## config.mk

```make
export PLATFORM = sky130hd
export DESIGN_NAME = death_tally
export DESIGN_NICKNAME = d
export VERILOG_FILES = /design/src/rtl/death_tally.sv
export SDC_FILE = /design/constraint.sdc
export NUM_CORES = 1
export LEC_CHECK = 0
export ABC_AREA = 1
export CORE_MARGIN = 3
export CORE_UTILIZATION = 62
export DETAILED_ROUTE_END_ITERATION = 8
export PLACE_DENSITY = 0.85
export SLEW_MARGIN = 15
export SYNTH_ARGS = -nofsm -noshare
export SYNTH_HDL_FRONTEND = slang
export SYNTH_SLANG_ARGS = --single-unit
```

## constraint.sdc

```tcl
create_clock -name clk -period 5.75 [get_ports clk]
set_input_delay 0.575 -clock clk [delete_from_list [all_inputs] [get_ports clk]]
set_output_delay 0.575 -clock clk [all_outputs]
set_load 0.02 [all_outputs]
```

## src/rtl/death_tally.sv

```systemverilog
// Death counter for the four-digit display: one count per death_evt assertion,
// respawn lockout after the flag falls, saturating at MAX_COUNT.
module death_tally #(
  parameter int unsigned MAX_COUNT      = 9999,
  parameter int unsigned LOCKOUT_CYCLES = 50_000_000
) (
  input  logic        clk,
  input  logic        rst,
  input  logic        death_evt,
  input  logic        clr,
  output logic [13:0] count,
  output logic        death_pulse,
  output logic        saturated,
  output logic        armed
);

  localparam int unsigned LW = ($clog2(LOCKOUT_CYCLES + 1) > 0) ? $clog2(LOCKOUT_CYCLES + 1) : 1;
  localparam logic [LW-1:0] LOCK_LOAD = LW'(LOCKOUT_CYCLES);
  localparam logic [13:0]   MAX       = 14'(MAX_COUNT);

  typedef enum logic [1:0] {
    IDLE,
    HOLD,
    LOCKOUT
  } state_t;

  state_t        state, state_nxt;
  logic [LW-1:0] lock_cnt, lock_nxt;
  logic          accept;
  logic [13:0]   count_nxt;

  always_comb begin
    state_nxt = state;
    lock_nxt  = lock_cnt;
    accept    = 1'b0;
    case (state)
      IDLE: begin
        if (death_evt) begin
          accept    = 1'b1;
          state_nxt = HOLD;
        end
      end
      HOLD: begin
        if (!death_evt) begin
          if (LOCKOUT_CYCLES == 0) begin
            state_nxt = IDLE;
          end else begin
            lock_nxt  = LOCK_LOAD;
            state_nxt = LOCKOUT;
          end
        end
      end
      LOCKOUT: begin
        // death_evt deliberately ignored here; the guard runs to completion
        lock_nxt = lock_cnt - LW'(1);
        if (lock_cnt == LW'(1)) state_nxt = IDLE;
      end
      default: state_nxt = HOLD;
    endcase
  end

  always_comb begin
    count_nxt = count;
    if (clr) begin
      count_nxt = '0;
    end else if (accept && (count < MAX)) begin
      count_nxt = count + 14'd1;
    end
  end

  always_ff @(posedge clk) begin
    if (rst) begin
      state       <= HOLD;
      lock_cnt    <= '0;
      count       <= '0;
      death_pulse <= 1'b0;
      saturated   <= 1'b0;
    end else begin
      state       <= state_nxt;
      lock_cnt    <= lock_nxt;
      count       <= count_nxt;
      death_pulse <= accept;
      saturated   <= (count_nxt == MAX);
    end
  end

  assign armed = (state == IDLE);

endmodule

```

==> out/qor.yml, run 1 <==
layout:
  area.sequential_um2: 881
  nNetsFinal: 426
  drive_above_1_share_pct: 5.53
  fill_cells: 328
  insertedDiodeCount: 0
  area_growth_pct: 13.8
  multi_input_area_mm2: 0.00143
routing:
  dr.first_iter.drc_count: 227
  ant_nets: 0
  drcViolationCount: 0
  firstDrtPassIters: 5
  num_vias: 2628
  routedWlPerCell_um: 13.1
  detail_route.vias_per_cell: 5.66
  drt-total-wl_um: 6080
logic_synthesis:
  synth_top_family_by_area: "simple AND/OR/NAND/NOR gates"
  syn-num-nets: 403
  avgSynthCellArea_um2: 6.52
  ys_seq_area_share_pct: 34.4
  synth_edf_count: 0
  synth_common_cells: "nand2_1, nor2_1, inv_1"
  synth-adder-area-share_pct: 2.93
  synth_compound_area_share_pct: 12.0
  synthSimpleGateAreaFrac_pct: 37.7
  synth_cell_types: 31
  yosys.area.top_type: "dfxtp_1"
  synth_warnings: 0
  ys.flop_type: "dfxtp_1"
  synth_area_leaders: "dfxtp_1, nand2_1, nor2_1"
  synth_mux_area_share_pct: 0.391
  synth_area_mm2: 0.00256
  synth_xor_area_share_pct: 2.74
  syn_inst: 393
  async_reset_ff_share_pct: 0
  yosysTopAreaCellShare_pct: 34.4
  synth-seq-cells: 44
  yosysMostFrequentCell: "nand2_1"
clock_network:
  cts_resized: 0
  cts.sinks: 44
  cts_tree: "yes"
  htree_levels: 2
  cts_setup_buffers: 0
  cts-root-buf: "clkbuf_8"
  clk_path_buf_depth: 2
  cts_hold_buf: 0
  clkLatencyLatePin_ps: 290
  cts.clk_slew.worst_paths_ps: 80
  cts_made_buffers: 5
placement:
  dp_hpwl_um: 4550
  pre_cts_slack_ps: 3230
  gp_congestion: 0.879
  port_buffers: 20
grt:
  grt_start_max_net_pins: 26
  grt_pass1_wl_um: 10600
  antenna_found_initial: 0
  grt.total_usage_pct: 26.1
  grt_pass1_vias: 2580
  grt_overflow_total: 0
sta:
  fmax_mhz: 441
  drv_slew: 0
  setup_ws_ps: 3480
  tightestPinTransition_ps: 425
  finalSetupTns_ps: 0
  finClkSkew_ps: 8.82
  relSlewSlack_pct: 71.6
  hold_viol: 0
  period_share_pct: 39.4
  rsz0062_at_grt: "no"
  fin_crit_ps: 2270
  setup_viol: 0
critical_path:
  cp.arrival_ps: 2440
  cp_max_fo: 6
  reg2reg_from: "state[1]$_SDFFE_PP0P_"
  required_ps: 5920
  r2r-end: "lock_cnt[21]$_SDFFE_PP0P_"
  reg2reg_setup_slack_ps: 3560
  crit_end: "lock_cnt[21]$_SDFFE_PP0P_"
  startpoint: "death_evt"
  crit_type: "primary input to register"
  end_kind: "register"
  reg2reg_depth: 12
  worstSetupStartpointType: "primary input"
floorplan:
  core_area_mm2: 0.00383
  num_rows: 22
  die_h_um: 70.3
  die_x_um: 70.3
  dieArea_mm2: 0.00494
  start_util_pct: 66.9
  io_pins: 21
power:
  power_density_mw_per_mm2: 468
  p_leak_nw: 1.24
  vdd_drop_max_v: 0.000354
outcome:
  outcome: "finished, final reports clean"
run:
  maxCapViolCount: 0
min_path:
  holdCritPathClass: "register to register"
worst max-delay path, cell delays in order:
cell and delay (ps):
clkdlybuf4s50_1 450, nand2_1 120, o21ai_2 110, nor2_1 190, nand2_1 100, nor2_1 220
nand3_1 170, nor2_1 190, inv_1 80, o21ai_0 140, a31oi_1 90
power breakdown:
part	switching (W)	leakage, nW	internal, W
registers	0.0000747	0.360	0.000388
clock network	0.000102	0.0642	0.000171
logic	0.000426	0.820	0.000203
routing by layer:
metal  share of wire (%)  track usage [%]  vias up
li1                    -                -     1305
met1                  40             28.2     1171
met2                  50             45.7      118
met3                 6.1             5.90       34
met4                 4.6             15.3        0
met5                   0                0        -
cells in the final DEF (no fill, tap or decap), types with 3 or more instances in the layout:
master | synthesis | final
o21ai_0 | 20 | 20
xor2_1 | 4 | 4
nand2_1 | 89 | 89
a31oi_1 | 3 | 3
ha_1 | 6 | 6
inv_1 | 56 | 56
xnor2_1 | 4 | 4
dfxtp_1 | 44 | 44
clkdlybuf4s50_1 | 0 | 20
nand3_1 | 26 | 26
nor2_2 | 3 | 3
nor2_1 | 64 | 64
nor3_1 | 10 | 10
clkbuf_8 | 0 | 5
o21ai_2 | 3 | 3
a21oi_1 | 25 | 25
nand4_1 | 12 | 12
how the worst min path moves through the flow:
stage                                   startpoint  slack [ps]  cells after the start                  endpoint
after floorplan           lock_cnt[2]$_SDFFE_PP0P_         440                      1  lock_cnt[2]$_SDFFE_PP0P_
after global placement    lock_cnt[8]$_SDFFE_PP0P_         460                      1  lock_cnt[8]$_SDFFE_PP0P_
after detailed placement  lock_cnt[9]$_SDFFE_PP0P_         470                      1  lock_cnt[9]$_SDFFE_PP0P_
after CTS                 lock_cnt[8]$_SDFFE_PP0P_         480                      1  lock_cnt[8]$_SDFFE_PP0P_
after global routing      lock_cnt[3]$_SDFFE_PP0P_         510                      1  lock_cnt[3]$_SDFFE_PP0P_
final                     lock_cnt[8]$_SDFFE_PP0P_         480                      1  lock_cnt[8]$_SDFFE_PP0P_
area by class of cell:
class | count | area share, %
timing repair buffer | 21 | 7.12
clock inverter | 2 | 2.06
tap | 48 | 2.06
clock buffer | 5 | 2.36
multi-input combinational | 288 | 49.0
sequential | 44 | 30.2
inverter | 56 | 7.21
sequential cells by signal, indices dropped and copies added, names as in the netlist:
register,flops
lock_cnt,26
death_pulse,1
state,2
saturated,1
count,14
kinds of logic after synthesis:
family          count (synthesis)
flops                          44
xor+xnor                        8
mux                             1
buf+inv                        61
compound gates                 56
simple gates                  217
fa+ha+maj                       6
stage by stage:
stage          std cells  power (W)  util, %  hold slack [ps]  cell area, um^2
2_1_floorplan        393   0.000932        -              443             2560
5_1_grt              464    0.00148     76.2              509             2920
4_1_cts              464    0.00136     76.2              483             2920
3_3_place_gp         457    0.00106     72.8              458             2790
3_5_place_dp         457    0.00107     72.8              467             2790
6_report             464    0.00136     76.2              482             2920
(Power assumes the default switching activity.)
==> run 2, diff against run 1 <==
--- a/config.mk
+++ b/config.mk
@@ -7,9 +7,9 @@
 export LEC_CHECK = 0
 export ABC_AREA = 1
 export CORE_MARGIN = 3
-export CORE_UTILIZATION = 62
+export CORE_UTILIZATION = 58
 export DETAILED_ROUTE_END_ITERATION = 8
-export PLACE_DENSITY = 0.85
+export PLACE_DENSITY = 0.81
 export SLEW_MARGIN = 15
 export SYNTH_ARGS = -nofsm -noshare
 export SYNTH_HDL_FRONTEND = slang
==> constraint.sdc (replaced) <==
create_clock -name clk -period 2.29 [get_ports clk]
set_input_delay 0.229 -clock clk [delete_from_list [all_inputs] [get_ports clk]]
set_output_delay 0.229 -clock clk [all_outputs]
set_load 0.02 [all_outputs]
==> out/qor.yml, run 2 (synthesis results as in run 1) <==
sta:
  fin_crit_ps: 2060
  fmax_mhz: 486
  setup_viol: 0  # unchanged
  hold_viol: 0  # unchanged
  tightestPinTransition_ps: 360  # was 425 ps
  finalSetupTns_ps: 0  # unchanged
  drv_slew: 0  # unchanged
  finClkSkew_ps: 7.52  # was 8.82 ps
  relSlewSlack_pct: 75.8  # was 71.6%
  period_share_pct: 89.9
  rsz0062_at_grt: "no"  # unchanged
  whs_ps: 480  # was 482 ps
layout:
  drive_above_1_share_pct: 7.33  # was 5.53%
  nNetsFinal: 432  # was 426
  reg_top3: "lock_cnt x26, count x14, state x2"  # unchanged
  final_cell_mix: "nand2_1, nor2_1, inv_1, dfxtp_1, nand3_1"  # unchanged
  largest_register: "lock_cnt"  # unchanged
  fin_util_pct: 72.1  # was 76.2%
  layout_commonest_cell: "nand2_1"  # unchanged
  largest_register_ff_count: 26  # unchanged
  area_growth_pct: 15.9  # was 13.8%
  fill_cells: 374  # was 328
  insertedDiodeCount: 0  # unchanged
power:
  power_switching_share_pct: 43.6  # was 44.2%
  total_power_w: 0.00343  # was 0.00136 W
  p_clk_share_pct: 18.5  # was 20.0%
  seqPwrFrac_pct: 33.8  # was 33.9%
  vdd_drop_max_v: 0.000969  # was 0.000354 V
  pwr-share-comb_pct: 47.8  # was 46.1%
  net-switching-power_w: 0.00149  # was 0.000603 W
  p_leak_nw: 1.27  # was 1.24 nW
  p_int_w: 0.00193  # was 0.000762 W
  power_density_mw_per_mm2: 1150  # was 468 mW/mm^2
critical_path:
  worstSetupStartpointType: "register"  # was primary input
  required_ps: 2470  # was 5920 ps
  crit_type: "register to register"  # was primary input to register
  cp_max_fo: 6  # unchanged
  end_kind: "register"  # unchanged
  cp.arrival_ps: 2240  # was 2440 ps
routing:
  detail_route.vias_per_cell: 5.30  # was 5.66
  num_vias: 2505  # was 2628
  ant_nets: 0  # unchanged
  firstDrtPassIters: 4  # was 5
  drt-total-wl_um: 5770  # was 6080 um
  routedWlPerCell_um: 12.2  # was 13.1 um
  drcViolationCount: 0  # unchanged
  dr.first_iter.drc_count: 130  # was 227
clock_network:
  clk_path_buf_depth: 2  # unchanged
  cts_setup_buffers: 0  # unchanged
  cts-root-buf: "clkbuf_8"  # unchanged
  cts.sinks: 44  # unchanged
  cts_hold_buf: 0  # unchanged
  cts_made_buffers: 5  # unchanged
  htree_levels: 2  # unchanged
  cts.clk_slew.worst_paths_ps: 80  # about the same
  cts_tree: "yes"  # unchanged
  clkLatencyLatePin_ps: 290  # about the same
floorplan:
  start_util_pct: 62.2  # was 66.9%
  dieArea_mm2: 0.00525  # was 0.00494 mm^2
  num_rows: 23  # was 22
  io_pins: 21  # unchanged
  die_h_um: 72.5  # was 70.3 um
  core_area_mm2: 0.00412  # was 0.00383 mm^2
  die_x_um: 72.5  # was 70.3 um
grt:
  grt_start_max_net_pins: 25  # was 26
  antenna_found_initial: 0  # unchanged
  grt.total_usage_pct: 23.6  # was 26.1%
  grt_pass1_vias: 2357  # was 2580
  grt_pass1_wl_um: 10000  # was 10600 um
  grt_overflow_total: 0  # unchanged
placement:
  port_buffers: 20  # unchanged
  dp_hpwl_um: 4410  # was 4550 um
  gp_congestion: 0.956  # was 0.879
outcome:
  outcome: "finished, final reports clean"  # unchanged
run:
  maxCapViolCount: 0  # unchanged
min_path:
  holdCritPathClass: "register to register"  # unchanged
==> run 2: cell types whose count changed in the layout (fill, tap and decap cells not counted) <==
cell | previous run | this run
buf_4 | 1 | 7
bufinv_16 | 2 | 1
clkbuf_8 | 5 | 7
nor2_1 | 64 | 63
nor2_4 | 1 | 2
==> run 2: per-layer routing <==
layer  share of wire [%]  vias up  GRT usage, %
met5                   0        -             0
met4                 1.1        0          8.61
met3                 3.8        8          4.57
met2                  50       59          41.3
met1                  45     1125          28.6
li1                    -     1313             -
==> run 2: final cells by class <==
class / count / area (um^2) / share of cell area [%]
Clock buffer: 7 / 96.3 / 3.25
Clock inverter: 1 / 30.0 / 1.01
Inverter: 56 / 210 / 7.08
Multi-Input combinational cell: 288 / 1440 / 48.4
Sequential cell: 44 / 881 / 29.7
Tap cell: 50 / 62.6 / 2.11
Timing Repair Buffer: 27 / 253 / 8.52
==> run 2: repair_timing <==
item / in CTS / in global routing
resized for setup: 0 / 2
setup endpoints to repair: 0 / 3
endpoints found under the hold margin: 0 / 0
==> run 2: path summary, 6_finish.rpt <==
kind                                                 from                        end  slack, ps  cells past startpoint
worst max-delay path                state[1]$_SDFFE_PP0P_  lock_cnt[19]$_SDFFE_PP0P_        230                     13
worst min register to register  lock_cnt[10]$_SDFFE_PP0P_  lock_cnt[10]$_SDFFE_PP0P_        480                      2
worst min-delay path            lock_cnt[10]$_SDFFE_PP0P_  lock_cnt[10]$_SDFFE_PP0P_        480                      2
worst max register to register      state[1]$_SDFFE_PP0P_  lock_cnt[19]$_SDFFE_PP0P_        230                     13
==> run 2: critical path, stage by stage (launching register included) <==
cell	delay (ps)
dfxtp_1	340
inv_1	80
ha_1	230
nand2_1	100
o21ai_2	110
nor2_1	170
nand2_1	110
inv_1	100
nand2_1	80
inv_1	80
nand2_1	90
o21a_1	180
o31ai_1	210
inv_1	60
==> run 2: power groups by stage <==
stage / combinational (W) / sequential (W) / clock, W
global placement: 0.00155 / 0.00116 / 0
floorplan: 0.00121 / 0.00113 / 0
CTS: 0.00159 / 0.00115 / 0.000648
global route: 0.00189 / 0.00118 / 0.000672
detailed placement: 0.00158 / 0.00116 / 0
finish: 0.00164 / 0.00116 / 0.000632
==> run 2: through the flow <==
step	std cells	cell area, um^2	setup slack [ps]
3_3_place_gp	465	2830	160
5_1_grt	473	2970	11.8
3_5_place_dp	465	2830	118
6_report	473	2970	232
4_1_cts	473	2960	199
2_1_floorplan	393	2560	392
